## config.mk

```make
export PLATFORM = sky130hd
export DESIGN_NAME = cpu_sequencer
export DESIGN_NICKNAME = d
export VERILOG_FILES = /design/src/rtl/cpu_sequencer.sv
export SDC_FILE = /design/constraint.sdc
export NUM_CORES = 1
export LEC_CHECK = 0
export ABC_AREA = 1
export CORE_UTILIZATION = 50
export CTS_BUF_LIST = sky130_fd_sc_hd__clkbuf_4
export DETAILED_ROUTE_END_ITERATION = 12
export GPL_ROUTABILITY_DRIVEN = 0
export PLACE_DENSITY = 0.9
export SETUP_SLACK_MARGIN = 0.3
export SYNTH_ARGS = -nofsm -noshare
export SYNTH_HDL_FRONTEND = slang
export SYNTH_SLANG_ARGS = --single-unit
```

## constraint.sdc

```tcl
create_clock -name clk -period 6.15 [get_ports clk]
set_input_delay 1.23 -clock clk [delete_from_list [all_inputs] [get_ports clk]]
set_output_delay 1.23 -clock clk [all_outputs]
set_load 0.01 [all_outputs]
```

## src/rtl/cpu_sequencer.sv

```systemverilog
// Control sequencer for the 512-bit vector cpu: accepts one 16-bit instruction at a time and
// drives the cpu control pins for the exact cycles the register file and memory need.
module cpu_sequencer #(
    parameter logic [8:0]  ADDR_MAX = 9'd496,
    parameter int unsigned CNT_W    = 16
) (
    input  logic             clk,
    input  logic             rst_n,
    input  logic             instr_valid,
    input  logic [15:0]      instr,
    output logic             instr_ready,
    output logic [2:0]       regnum,
    output logic             loadreg,
    output logic             initialize,
    output logic             load,
    output logic             store,
    output logic             add,
    output logic             mul,
    output logic [8:0]       address,
    input  logic             invalidmemaddress,
    output logic             done,
    output logic             addr_err,
    output logic             halted,
    output logic [CNT_W-1:0] retired_cnt
);

    typedef enum logic [2:0] {StIdle, StExec, StWb, StReject, StDone, StHalt} state_e;

    localparam logic [2:0] OpInit  = 3'd1;
    localparam logic [2:0] OpLoad  = 3'd2;
    localparam logic [2:0] OpStore = 3'd3;
    localparam logic [2:0] OpAdd   = 3'd4;
    localparam logic [2:0] OpMul   = 3'd5;
    localparam logic [2:0] OpHalt  = 3'd6;

    state_e           state_q, state_d;
    logic [15:0]      instr_q, cur;
    logic             rejected_q;
    logic             accept, is_mem;
    logic [2:0]       op;
    logic [1:0]       rg;
    logic [8:0]       ad;

    logic [2:0]       regnum_d;
    logic [8:0]       address_d;
    logic             loadreg_d, initialize_d, load_d, store_d, add_d, mul_d;
    logic             done_d, ready_d, halted_d, err_d;
    logic [CNT_W-1:0] cnt_d;

    assign accept = instr_valid & instr_ready;
    // The accept edge already has to drive EXEC outputs, so decode the incoming word directly.
    assign cur    = accept ? instr : instr_q;
    assign op     = cur[15:13];
    assign rg     = cur[12:11];
    assign ad     = cur[8:0];
    assign is_mem = (op == OpLoad) || (op == OpStore);

    always_comb begin
        state_d = state_q;
        unique case (state_q)
            StIdle:   if (accept) state_d = (is_mem && (ad > ADDR_MAX)) ? StReject : StExec;
            StExec:   state_d = (op == OpLoad) ? StWb : StDone;
            StWb:     state_d = StDone;
            StReject: state_d = StDone;
            StDone:   state_d = (op == OpHalt) ? StHalt : StIdle;
            StHalt:   state_d = StHalt;
            default:  state_d = StIdle;
        endcase
    end

    always_comb begin
        regnum_d     = 3'b000;
        address_d    = 9'd0;
        loadreg_d    = 1'b0;
        initialize_d = 1'b0;
        load_d       = 1'b0;
        store_d      = 1'b0;
        add_d        = 1'b0;
        mul_d        = 1'b0;
        done_d       = 1'b0;
        if (state_d == StExec) begin
            case (op)
                OpInit: begin
                    if (!rg[1]) begin
                        initialize_d = 1'b1;
                        loadreg_d    = 1'b1;
                        regnum_d     = {1'b0, rg};
                    end
                end
                OpLoad: begin
                    load_d    = 1'b1;
                    regnum_d  = {1'b0, rg};
                    address_d = ad;
                end
                OpStore: begin
                    store_d   = 1'b1;
                    regnum_d  = {1'b0, rg};
                    address_d = ad;
                end
                OpAdd: begin
                    add_d     = 1'b1;
                    loadreg_d = 1'b1;
                    regnum_d  = 3'b100;
                end
                OpMul: begin
                    mul_d     = 1'b1;
                    loadreg_d = 1'b1;
                    regnum_d  = 3'b100;
                end
                default: ;
            endcase
        end else if (state_d == StWb) begin
            loadreg_d = 1'b1;
            regnum_d  = {1'b0, rg};
            address_d = ad;
        end else if (state_d == StDone) begin
            done_d = 1'b1;
        end
        ready_d  = (state_d == StIdle);
        halted_d = (state_d == StHalt);
        err_d    = addr_err | (state_q == StReject) |
                   ((state_q == StExec) & is_mem & invalidmemaddress);
        cnt_d    = retired_cnt + CNT_W'((state_q == StDone) && !rejected_q);
    end

    always_ff @(posedge clk or negedge rst_n) begin
        if (!rst_n) begin
            state_q     <= StIdle;
            instr_q     <= 16'd0;
            rejected_q  <= 1'b0;
            regnum      <= 3'b000;
            address     <= 9'd0;
            loadreg     <= 1'b0;
            initialize  <= 1'b0;
            load        <= 1'b0;
            store       <= 1'b0;
            add         <= 1'b0;
            mul         <= 1'b0;
            done        <= 1'b0;
            instr_ready <= 1'b1;
            halted      <= 1'b0;
            addr_err    <= 1'b0;
            retired_cnt <= '0;
        end else begin
            state_q     <= state_d;
            instr_q     <= cur;
            if (accept) rejected_q <= (state_d == StReject);
            regnum      <= regnum_d;
            address     <= address_d;
            loadreg     <= loadreg_d;
            initialize  <= initialize_d;
            load        <= load_d;
            store       <= store_d;
            add         <= add_d;
            mul         <= mul_d;
            done        <= done_d;
            instr_ready <= ready_d;
            halted      <= halted_d;
            addr_err    <= err_d;
            retired_cnt <= cnt_d;
        end
    end

endmodule

```

==> out/results.tsv, run 1 <==
stage	metric	value	unit
sta	Rel. slew slack	54.71	%
logic_synthesis	Synth top area share	56.79	%
floorplanning	Core Region	0.004504	mm2
clocking	Num CTS Buffers	5	
power_and_ir_drop	Leakage	1.507	nW
worst_setup_path	CP Capture Type	flip-flop	
clocking	CTS Hold Bufs	0	
detailed_routing	post-DR vias/cell	5.041	
worst_setup_path	R2R depth	11	
logic_synthesis	Post-synth ARST share	100.0	%
floorplanning	Die Ht	71.62	um
global_route	antenna violations before repair	0	
sta	Setup-failing EPs final	0	
worst_setup_path	Reg2Reg Setup Slack	3.68	ns
sta	Fmax	294.6	MHz
clocking	Clock transition at path regs	0.14	ns
sta	clk_skew	0.01122	ns
worst_setup_path	most used cell, CP	nand2_2	
finish	Fillers	330	
clocking	clock latency on the worst-skew pair	0.38	ns
place	detailed placer's ending HPWL	3.481	mm
clocking	H-tree Lvls	2	
place	Inst Count DP	335	
logic_synthesis	synth unique cells	33	
worst_setup_path	Worst EP arrival	3.66	ns
place	IO Port Bufs	55	
detailed_routing	Antenna Nets Post-Route	0	
finish	area added between synthesis and finish	27.41	%
power_and_ir_drop	PwrDens	189.9	mW/mm2
finish	ANT cells	0	
worst_setup_path	Slowest cell on crit path	clkdlybuf4s50_1	
logic_synthesis	Top FF cell, synth	dfrtp_1	
detailed_routing	DRC	0	
worst_setup_path	biggest cell delay along the critical path	0.79	ns
logic_synthesis	number of synthesized flops with an enable pin	0	
job	Max Cap Viol	0	
global_route	largest net degree at the start of global routing	57	
clocking	CTS tree	built	
power_and_ir_drop	Final Power	0.5865	mW
clocking	clock tree buffer depth	2	
global_route	vias in the first global route	1767	
floorplanning	number of top-level pins	58	
floorplanning	die area	0.005129	mm2
logic_synthesis	syn avg cell area	10.49	um2
worst_setup_path	critical path endpoint	address[0]$_DFF_PN0_	
detailed_routing	DRT iter0 DRCs	100	
logic_synthesis	cell accounting for the most synthesized area	dfrtp_1	
worst_setup_path	Worst R2R End	retired_cnt[14]$_DFF_PN0_	
logic_synthesis	Syn Inst Count	231	
worst_setup_path	critical path class	in -> reg	
detailed_routing	routed len/inst	13.63	um
sta	Final period util	55.20	%
sta	RSZ-0062 raised after global routing	no	
detailed_routing	TritonRoute pass-1 iters	4	
sta	worst slew pin tran	0.6793	ns
finish	layout cell share with drive strength beyond 1	18.56	%
logic_synthesis	Synth Warn #	0	
logic_synthesis	post-synthesis sequential area ratio	57.87	%
logic_synthesis	net count after synthesis	253	
floorplanning	row count	24	
worst_setup_path	Setup crit start	instr_valid	
global_route	first-pass GRT wire length	7.824	mm
sta	setup TNS	0	ns
worst_setup_path	worst path cell trace	clkdlybuf4s50_1, nand2_2, nand2_2, nand2_4, nand4_1, inv_1, a41oi_4, nor2_2	
global_route	GRT Util Overall	20.15	%
finish	Final Cell Area	0.003088	mm2
hold_path	Hold Path Class	reg -> reg	
clocking	# resized after CTS	0	
logic_synthesis	Post-Syn Area	0.002424	mm2
clocking	clock sink total	56	
status	status	finished, final reports clean	
finish	Total Nets Final	312	
worst_setup_path	RR Startpoint	state_q[1]$_DFF_PN0_	
logic_synthesis	synthesis-stage register bit count	56	
global_route	global route total overflow	0	
detailed_routing	drt total wl	4.675	mm
floorplanning	DIE WIDTH	71.62	um
worst_setup_path	CP required	6.41	ns
clocking	postcts setup bufs	0	
floorplanning	Initial Util	53.81	%
worst_setup_path	startpoint types	input port	
sta	Final Max Tran Viols	0	
place	placed inst area	0.003008	mm2
sta	Final Hold Fails	0	
detailed_routing	routed via count	1729	
power_and_ir_drop	Max rail drop VDD	0.0001157	V
clocking	clk root buf	clkbuf_4	
sta	fin crit period	3.395	ns
logic_synthesis	top cells by area, synth	dfrtp_1 (57%), nand2_1 (5.7%), inv_1 (4.2%), nor2_2 (3.4%), xor2_1 (3.3%)	
finish	Finished Layout Cells	343	
worst_setup_path	CP Max Fanout	19	
[cell families (layout without fill, tap and decap cells)]
group,after synthesis,after routing,share of synthesized area (%)
compound gates,9,9,3.097
xor+xnor,13,13,4.698
fa+ha+maj,2,2,1.032
buf+inv,33,93,5.886
flops,56,56,57.87
simple gates,118,118,27.41
[cell usage after synthesis, types with 2 or more instances]
cell / number
nor3_1: 8
inv_1: 27
nand3_1: 13
buf_6: 2
or2_2: 2
nand2_2: 10
and3_1: 2
nand2_1: 37
dfrtp_1: 55
inv_2: 2
xnor2_1: 4
a31oi_1: 2
xor2_1: 9
nand3_2: 5
o21ai_0: 3
nor2_1: 15
ha_1: 2
nor2_2: 13
nand2_4: 5
nand4_1: 2
[worst min path at each step]
stage	startpoint	endpoint	slack [ns]	depth (start not counted)
after floorplan	instr_q[7]$_DFF_PN0_	instr_q[7]$_DFF_PN0_	0.44	2
after detailed placement	instr_q[7]$_DFF_PN0_	instr_q[7]$_DFF_PN0_	0.46	2
after CTS	instr_q[7]$_DFF_PN0_	instr_q[7]$_DFF_PN0_	0.49	2
final	retired_cnt[15]$_DFF_PN0_	retired_cnt[15]$_DFF_PN0_	0.49	1
after global routing	retired_cnt[15]$_DFF_PN0_	retired_cnt[15]$_DFF_PN0_	0.51	1
after global placement	instr_q[7]$_DFF_PN0_	instr_q[7]$_DFF_PN0_	0.45	2
[worst max-delay path, delay by kind of cell]
kind / cells / cell delay (ns)
compound gates: 1 / 0.49
buf+inv: 2 / 0.91
simple gates: 5 / 1.01
[area by class of cell]
class	instances	area [um2]	area share [%]
multi-input combinational	142	878.3	28.44
tap	52	65.06	2.107
inverter	29	108.9	3.525
timing repair buffer	56	553.0	17.91
sequential	56	1403	45.42
clock inverter	2	35.03	1.135
clock buffer	6	45.04	1.459
[stage by stage]
stage | utilization (%) | setup WS [ns] | hold WS (ns)
finish | 68.56 | 2.756 | 0.4852
global route | 68.56 | 2.564 | 0.5083
CTS | 68.56 | 2.759 | 0.4895
detailed placement | 66.78 | 2.345 | 0.4578
global placement | 66.78 | 2.414 | 0.4521
floorplan | - | 3.642 | 0.4381
[metal layers]
metal | wire (um) | vias to the layer above | global-route usage (%)
met2 | 2442 | 31 | 35.12
met5 | 0 | - | 0
met3 | 143 | 6 | 5.345
met4 | 78 | 0 | 7.843
li1 | - | 844 | -
met1 | 2010 | 848 | 23.84
[cell usage in the layout (no fill, tap or decap), drive strengths merged]
| master | n |
|---|---|
| a31oi | 2 |
| clkbuf | 6 |
| dfstp | 1 |
| xnor2 | 4 |
| o22ai | 1 |
| nor3b | 1 |
| and3 | 2 |
| clkdlybuf4s50 | 54 |
| o21ai | 4 |
| nand2 | 52 |
| nor3 | 8 |
| nand4 | 4 |
| a41oi | 1 |
| dfrtp | 55 |
| nand3 | 19 |
| clkinv | 1 |
| a21oi | 1 |
| nor4 | 1 |
| nor2 | 29 |
| inv | 29 |
| buf | 2 |
| bufinv | 1 |
| xor2 | 9 |
| or2 | 2 |
| ha | 2 |
[flip-flops by register name, summed over array words and instances (netlist names), 3 cells and up]
register / count
address: 9
instr_q: 14
regnum: 3
retired_cnt: 16
state_q: 3
[report_power, final]
part           leakage, nW  total (mW)  internal (mW)  switching [mW]
Combinational        0.708      0.0199        0.00966          0.0103
Clock               0.0456       0.198         0.0898           0.108
Sequential           0.753       0.368          0.368               0
Note: power is estimated with default switching activity, not from simulation.
==> run 2, diff against run 1 <==
Clock period 6.15 ns to 3.25 ns, I/O delays scaled along.
==> out/results.tsv, run 2 (synthesis results as in run 1) <==
stage	metric	value	unit
clocking	clk root buf	clkbuf_4	
power_and_ir_drop	Leakage	1.516	nW
worst_setup_path	Worst R2R End	retired_cnt[14]$_DFF_PN0_	
finish	Reg with most FFs	retired_cnt	
floorplanning	Die Ht	71.62	um
worst_setup_path	Worst EP arrival	2.81	ns
detailed_routing	routed via count	1749	
detailed_routing	Antenna Nets Post-Route	0	
status	status	finished, final reports clean	
global_route	global route total overflow	0	
worst_setup_path	CP Capture Type	flip-flop	
floorplanning	Initial Util	53.81	%
floorplanning	Core Region	0.004504	mm2
sta	worst slew pin tran	0.6126	ns
clocking	clock sink total	56	
sta	setup TNS	0	ns
sta	Final period util	76.77	%
worst_setup_path	RR Startpoint	state_q[1]$_DFF_PN0_	
clocking	Clock transition at path regs	0.15	ns
floorplanning	DIE WIDTH	71.62	um
clocking	H-tree Lvls	2	
finish	most frequent cells in the layout	dfrtp_1 (55), clkdlybuf4s50_1 (54), nand2_1 (37), inv_1 (27), nor2_1 (15)	
power_and_ir_drop	PwrDens	357.3	mW/mm2
sta	RSZ-0062 raised after global routing	no	
place	IO Port Bufs	55	
worst_setup_path	startpoint types	flip-flop	
worst_setup_path	Setup crit start	state_q[1]$_DFF_PN0_	
worst_setup_path	worst path bufs/invs	0	
global_route	first-pass GRT wire length	7.866	mm
detailed_routing	post-DR vias/cell	5.070	
clocking	clock latency on the worst-skew pair	0.39	ns
clocking	postcts setup bufs	0	
sta	Final Hold Fails	0	
worst_setup_path	worst path cell trace	nor4_1, ha_1, ha_1, and3_1, nand3_1, nor2_1, nand2_1, nor2_1, nand3_1, nor3_1, xor2_1	
finish	Largest regs	retired_cnt: 16 flops, instr_q: 14 flops, address: 9 flops	
finish	max FFs per register	16	
finish	ANT cells	0	
clocking	CTS tree	built	
finish	commonest non-fill, non-tap cell in the layout	dfrtp_1	
worst_setup_path	R2R depth	11	
sta	fin crit period	2.495	ns
detailed_routing	DRT iter0 DRCs	105	
worst_setup_path	critical path endpoint	retired_cnt[14]$_DFF_PN0_	
sta	Rel. slew slack	59.16	%
floorplanning	number of top-level pins	58	
job	Max Cap Viol	0	
sta	Final Max Tran Viols	0	
sta	Fmax	400.8	MHz
floorplanning	die area	0.005129	mm2
finish	Total Nets Final	314	
clocking	# resized after CTS	0	
sta	clk_skew	0.01116	ns
global_route	largest net degree at the start of global routing	30	
finish	area added between synthesis and finish	28.03	%
global_route	antenna violations before repair	0	
sta	Final WS setup	0.7550	ns
worst_setup_path	CP delay by family, top	simple AND/OR/NAND/NOR gates	
worst_setup_path	CP Max Fanout	8	
finish	layout cell share with drive strength beyond 1	19.11	%
clocking	CTS Hold Bufs	0	
hold_path	Hold Path Class	in -> async	
clocking	clock tree buffer depth	2	
worst_setup_path	biggest cell delay along the critical path	0.49	ns
detailed_routing	DRC	0	
floorplanning	row count	24	
detailed_routing	drt total wl	4.607	mm
finish	Fillers	354	
detailed_routing	TritonRoute pass-1 iters	4	
finish	register area	0.001403	mm2
worst_setup_path	Reg2Reg Setup Slack	0.75	ns
place	worst slack, placed	0.3774	ns
clocking	Num CTS Buffers	5	
place	detailed placer's ending HPWL	3.435	mm
detailed_routing	routed len/inst	13.35	um
sta	Setup-failing EPs final	0	
power_and_ir_drop	Max rail drop VDD	0.0001902	V
worst_setup_path	total stage count of the critical path	11	
finish	multi-input combinational cell area	878.3	um2
global_route	vias in the first global route	1739	
worst_setup_path	critical path class	reg -> reg	
worst_setup_path	Slowest cell on crit path	dfrtp_1	
worst_setup_path	CP required	3.56	ns
global_route	GRT Util Overall	20.45	%
run 2: cell count changes in the layout (fill, tap and decap cells not counted), sizes merged:
cell,previous run,this run
buf,2,4
run 2: metrics by stage:
stage	area (um2)	cells	total power, mW	hold slack, ns	util [%]
detailed placement	3023	337	0.7503	0.4624	67.11
finish	3103	345	1.109	0.2577	68.89
floorplan	2424	231	0.7138	0.3544	-
global route	3103	345	1.143	0.2951	68.89
CTS	3103	345	1.123	0.2778	68.89
global placement	3023	337	0.7498	0.4521	67.11
run 2: metal layers:
| metal | wire length (um) | GRT usage (%) |
|---|---|---|
| met5 | 0 | 0 |
| met1 | 1966 | 26.02 |
| met2 | 2368 | 33.75 |
| met3 | 184 | 4.782 |
| met4 | 87 | 8.715 |
run 2: worst min path at each step:
stage	start	endpoint	slack [ns]	depth (start not counted)
after CTS	rst_n	add$_DFF_PN0_	0.28	1
after global placement	instr_q[7]$_DFF_PN0_	instr_q[7]$_DFF_PN0_	0.45	2
after floorplan	rst_n	add$_DFF_PN0_	0.35	0
final	rst_n	rejected_q$_DFFE_PN0N_	0.26	1
after detailed placement	instr_q[7]$_DFF_PN0_	instr_q[7]$_DFF_PN0_	0.46	2
after global routing	rst_n	state_q[1]$_DFF_PN0_	0.30	1
run 2: layout make-up:
cell class / instances / share of cell area (%)
clock buffers: 6 / 1.452
clock inverters: 2 / 1.129
inverters: 29 / 3.508
multi-input cells: 142 / 28.31
flip-flops and latches: 56 / 45.20
well taps: 52 / 2.097
repair buffers: 58 / 18.31
run 2: power by group:
part / switching [mW] / internal, mW / leakage (nW)
registers: 0 / 0.697 / 0.753
logic: 0.0203 / 0.0191 / 0.717
clock network: 0.203 / 0.170 / 0.0456
total: 0.223 / 0.886 / 1.52
==> run 3, diff against run 2 <==
Settings changed: CORE_UTILIZATION 50 to 46, PLACE_DENSITY 0.9 to 0.88.
Clock period 3.25 ns to 2.1 ns, I/O delays scaled along.
==> out/results.tsv, run 3 (synthesis results as in run 1) <==
stage	metric	value	unit
status	status	complete, but fails checks	
status	failing checks	negative hold slack, negative setup slack	
global_route	GRT Util Overall	27.81	%
clocking	CTS tree	built	
worst_setup_path	CP delay by family, top	simple AND/OR/NAND/NOR gates	
clocking	clk root buf	clkbuf_4	
finish	Finished Layout Cells	455	
detailed_routing	post-DR vias/cell	5.620	
global_route	global route total overflow	0	
finish	layout cell share with drive strength beyond 1	52.47	%
detailed_routing	DRC	0	
worst_setup_path	Setup crit start	state_q[2]$_DFF_PN0_	
finish	Largest regs	retired_cnt: 16 flops, instr_q: 14 flops, address: 9 flops	
clocking	clock sink total	56	
sta	Setup-failing EPs final	23	
worst_setup_path	R2R depth	12	
worst_setup_path	total stage count of the critical path	12	
worst_setup_path	critical path endpoint	retired_cnt[14]$_DFF_PN0_	
job	Max Cap Viol	0	
clocking	clock latency on the worst-skew pair	0.40	ns
power_and_ir_drop	Leakage	2.226	nW
worst_setup_path	CP Capture Type	flip-flop	
sta	Fmax	427.1	MHz
floorplanning	Die Ht	74.59	um
place	Inst Count DP	397	
worst_setup_path	biggest cell delay along the critical path	0.42	ns
power_and_ir_drop	Max rail drop VDD	0.0003549	V
global_route	antenna violations before repair	0	
detailed_routing	Antenna Nets Post-Route	0	
worst_setup_path	startpoint types	flip-flop	
clocking	clock tree buffer depth	2	
worst_setup_path	worst path cell trace	inv_1, nor4_4, ha_2, ha_4, and3_4, nand3_4, nor2_4, nand2_4, nor2_4, nand3_4, nor3_4, xor2_1	
floorplanning	die area	0.005563	mm2
worst_setup_path	Worst EP arrival	2.67	ns
worst_setup_path	RR Startpoint	state_q[2]$_DFF_PN0_	
detailed_routing	TritonRoute pass-1 iters	5	
floorplanning	Core Region	0.005075	mm2
sta	Final Hold Fails	6	
place	detailed placer's ending HPWL	4.007	mm
clocking	CTS Hold Bufs	0	
global_route	vias in the first global route	2379	
floorplanning	number of top-level pins	58	
sta	RSZ-0062 raised after global routing	yes	
detailed_routing	drt total wl	10.26	mm
global_route	first-pass GRT wire length	11.30	mm
finish	commonest non-fill, non-tap cell in the layout	buf_4	
worst_setup_path	Reg2Reg Setup Slack	-0.24	ns
detailed_routing	DRT iter0 DRCs	265	
sta	Final WS setup	-0.2412	ns
finish	max FFs per register	16	
worst_setup_path	worst path bufs/invs	1	
sta	Final Max Tran Viols	0	
clocking	Num CTS Buffers	5	
worst_setup_path	critical path class	reg -> reg	
place	IO Port Bufs	55	
worst_setup_path	Slowest cell on crit path	dfrtp_1	
global_route	largest net degree at the start of global routing	35	
finish	area added between synthesis and finish	79.76	%
finish	Final Cell Area	0.004357	mm2
sta	worst slew pin tran	0.4463	ns
worst_setup_path	CP required	2.43	ns
sta	Final period util	111.5	%
place	placed inst area	0.003431	mm2
finish	Reg with most FFs	retired_cnt	
finish	Total Nets Final	406	
finish	most frequent cells in the layout	buf_4 (69), dfrtp_1 (54), clkdlybuf4s50_1 (44), inv_1 (25), nand2_2 (21)	
finish	ANT cells	0	
floorplanning	Initial Util	47.76	%
clocking	H-tree Lvls	2	
worst_setup_path	Worst R2R End	retired_cnt[14]$_DFF_PN0_	
floorplanning	row count	26	
detailed_routing	routed len/inst	22.55	um
finish	register area	0.001404	mm2
sta	Rel. slew slack	70.25	%
sta	Hold Slack	-0.01130	ns
finish	Fillers	215	
sta	fin crit period	2.341	ns
power_and_ir_drop	PwrDens	380.1	mW/mm2
floorplanning	DIE WIDTH	74.59	um
clocking	Clock transition at path regs	0.18	ns
finish	multi-input combinational cell area	0.001282	mm2
sta	clk_skew	0.03276	ns
detailed_routing	routed via count	2557	
hold_path	Hold Path Class	in -> async	
worst_setup_path	CP Max Fanout	3	
run 3: cell count changes in the layout (fill, tap and decap cells not counted), moves of 10 or more:
cell,change
buf_4,+66
buf_6,+19
nand2_2,+11
nor2_4,+16
nand2_1,-19
clkdlybuf4s50_1,-10
run 3: worst register-to-register path: stages (launching register included):
cell and delay [ns]:
dfrtp_1 0.42, inv_1 0.10, nor4_4 0.22, ha_2 0.25
ha_4 0.15, and3_4 0.21, nand3_4 0.08, nor2_4 0.13
nand2_4 0.07, nor2_4 0.12, nand3_4 0.10, nor3_4 0.24
xor2_1 0.21
run 3: layout make-up:
class                      count  share of cell area (%)
clock buffer                   6                   1.034
clock inverter                 2                  0.2585
inverter                      29                   2.556
multi-input combinational    143                   29.44
sequential                    56                   32.22
tap                           70                   2.010
timing repair buffer         149                   32.48
run 3: report_power, final:
| group | internal, mW | switching (mW) |
|---|---|---|
| sequential | 1.08 | 0 |
| combinational | 0.0338 | 0.0433 |
| clock | 0.141 | 0.358 |
| total | 1.25 | 0.402 |
run 3: what timing repair did:
item                       4_1_cts  5_1_grt
setup buffers                   29       19
resized for setup               51       66
setup endpoints to repair       36       41
pin swaps                       14       25
cloned                           2        0
run 3: worst min-delay path by stage:
stage	from	endpoint	slack [ns]	depth (start not counted)
2_1_floorplan	rst_n	add$_DFF_PN0_	0.12	0
3_5_place_dp	rst_n	address[1]$_DFF_PN0_	0.42	2
3_3_place_gp	rst_n	address[1]$_DFF_PN0_	0.42	2
5_1_grt	rst_n	instr_q[1]$_DFF_PN0_	-0.005	2
4_1_cts	rst_n	address[1]$_DFF_PN0_	0.007	2
6_report	rst_n	instr_q[5]$_DFF_PN0_	-0.01	2
run 3: layer usage:
layer | up-vias | track usage, % | routed length (um)
li1 | 1031 | - | -
met1 | 1277 | 29.44 | 3703
met2 | 184 | 51.85 | 5198
met3 | 65 | 5.691 | 706
met4 | 0 | 14.05 | 651
met5 | - | 0 | 0
run 3: stage by stage:
step	setup WS [ns]	util, %	hold slack (ns)	setup TNS (ns)	power, mW
finish	-0.2412	85.85	-0.01130	-2.835	1.656
global route	-0.3146	85.85	-0.004539	-3.863	1.710
CTS	-0.03470	78.13	0.007070	-0.06612	1.627
detailed placement	-0.3455	67.60	0.4220	-6.052	1.165
global placement	-0.2604	67.60	0.4159	-4.662	1.163
floorplan	0.007086	-	0.1244	0	1.105
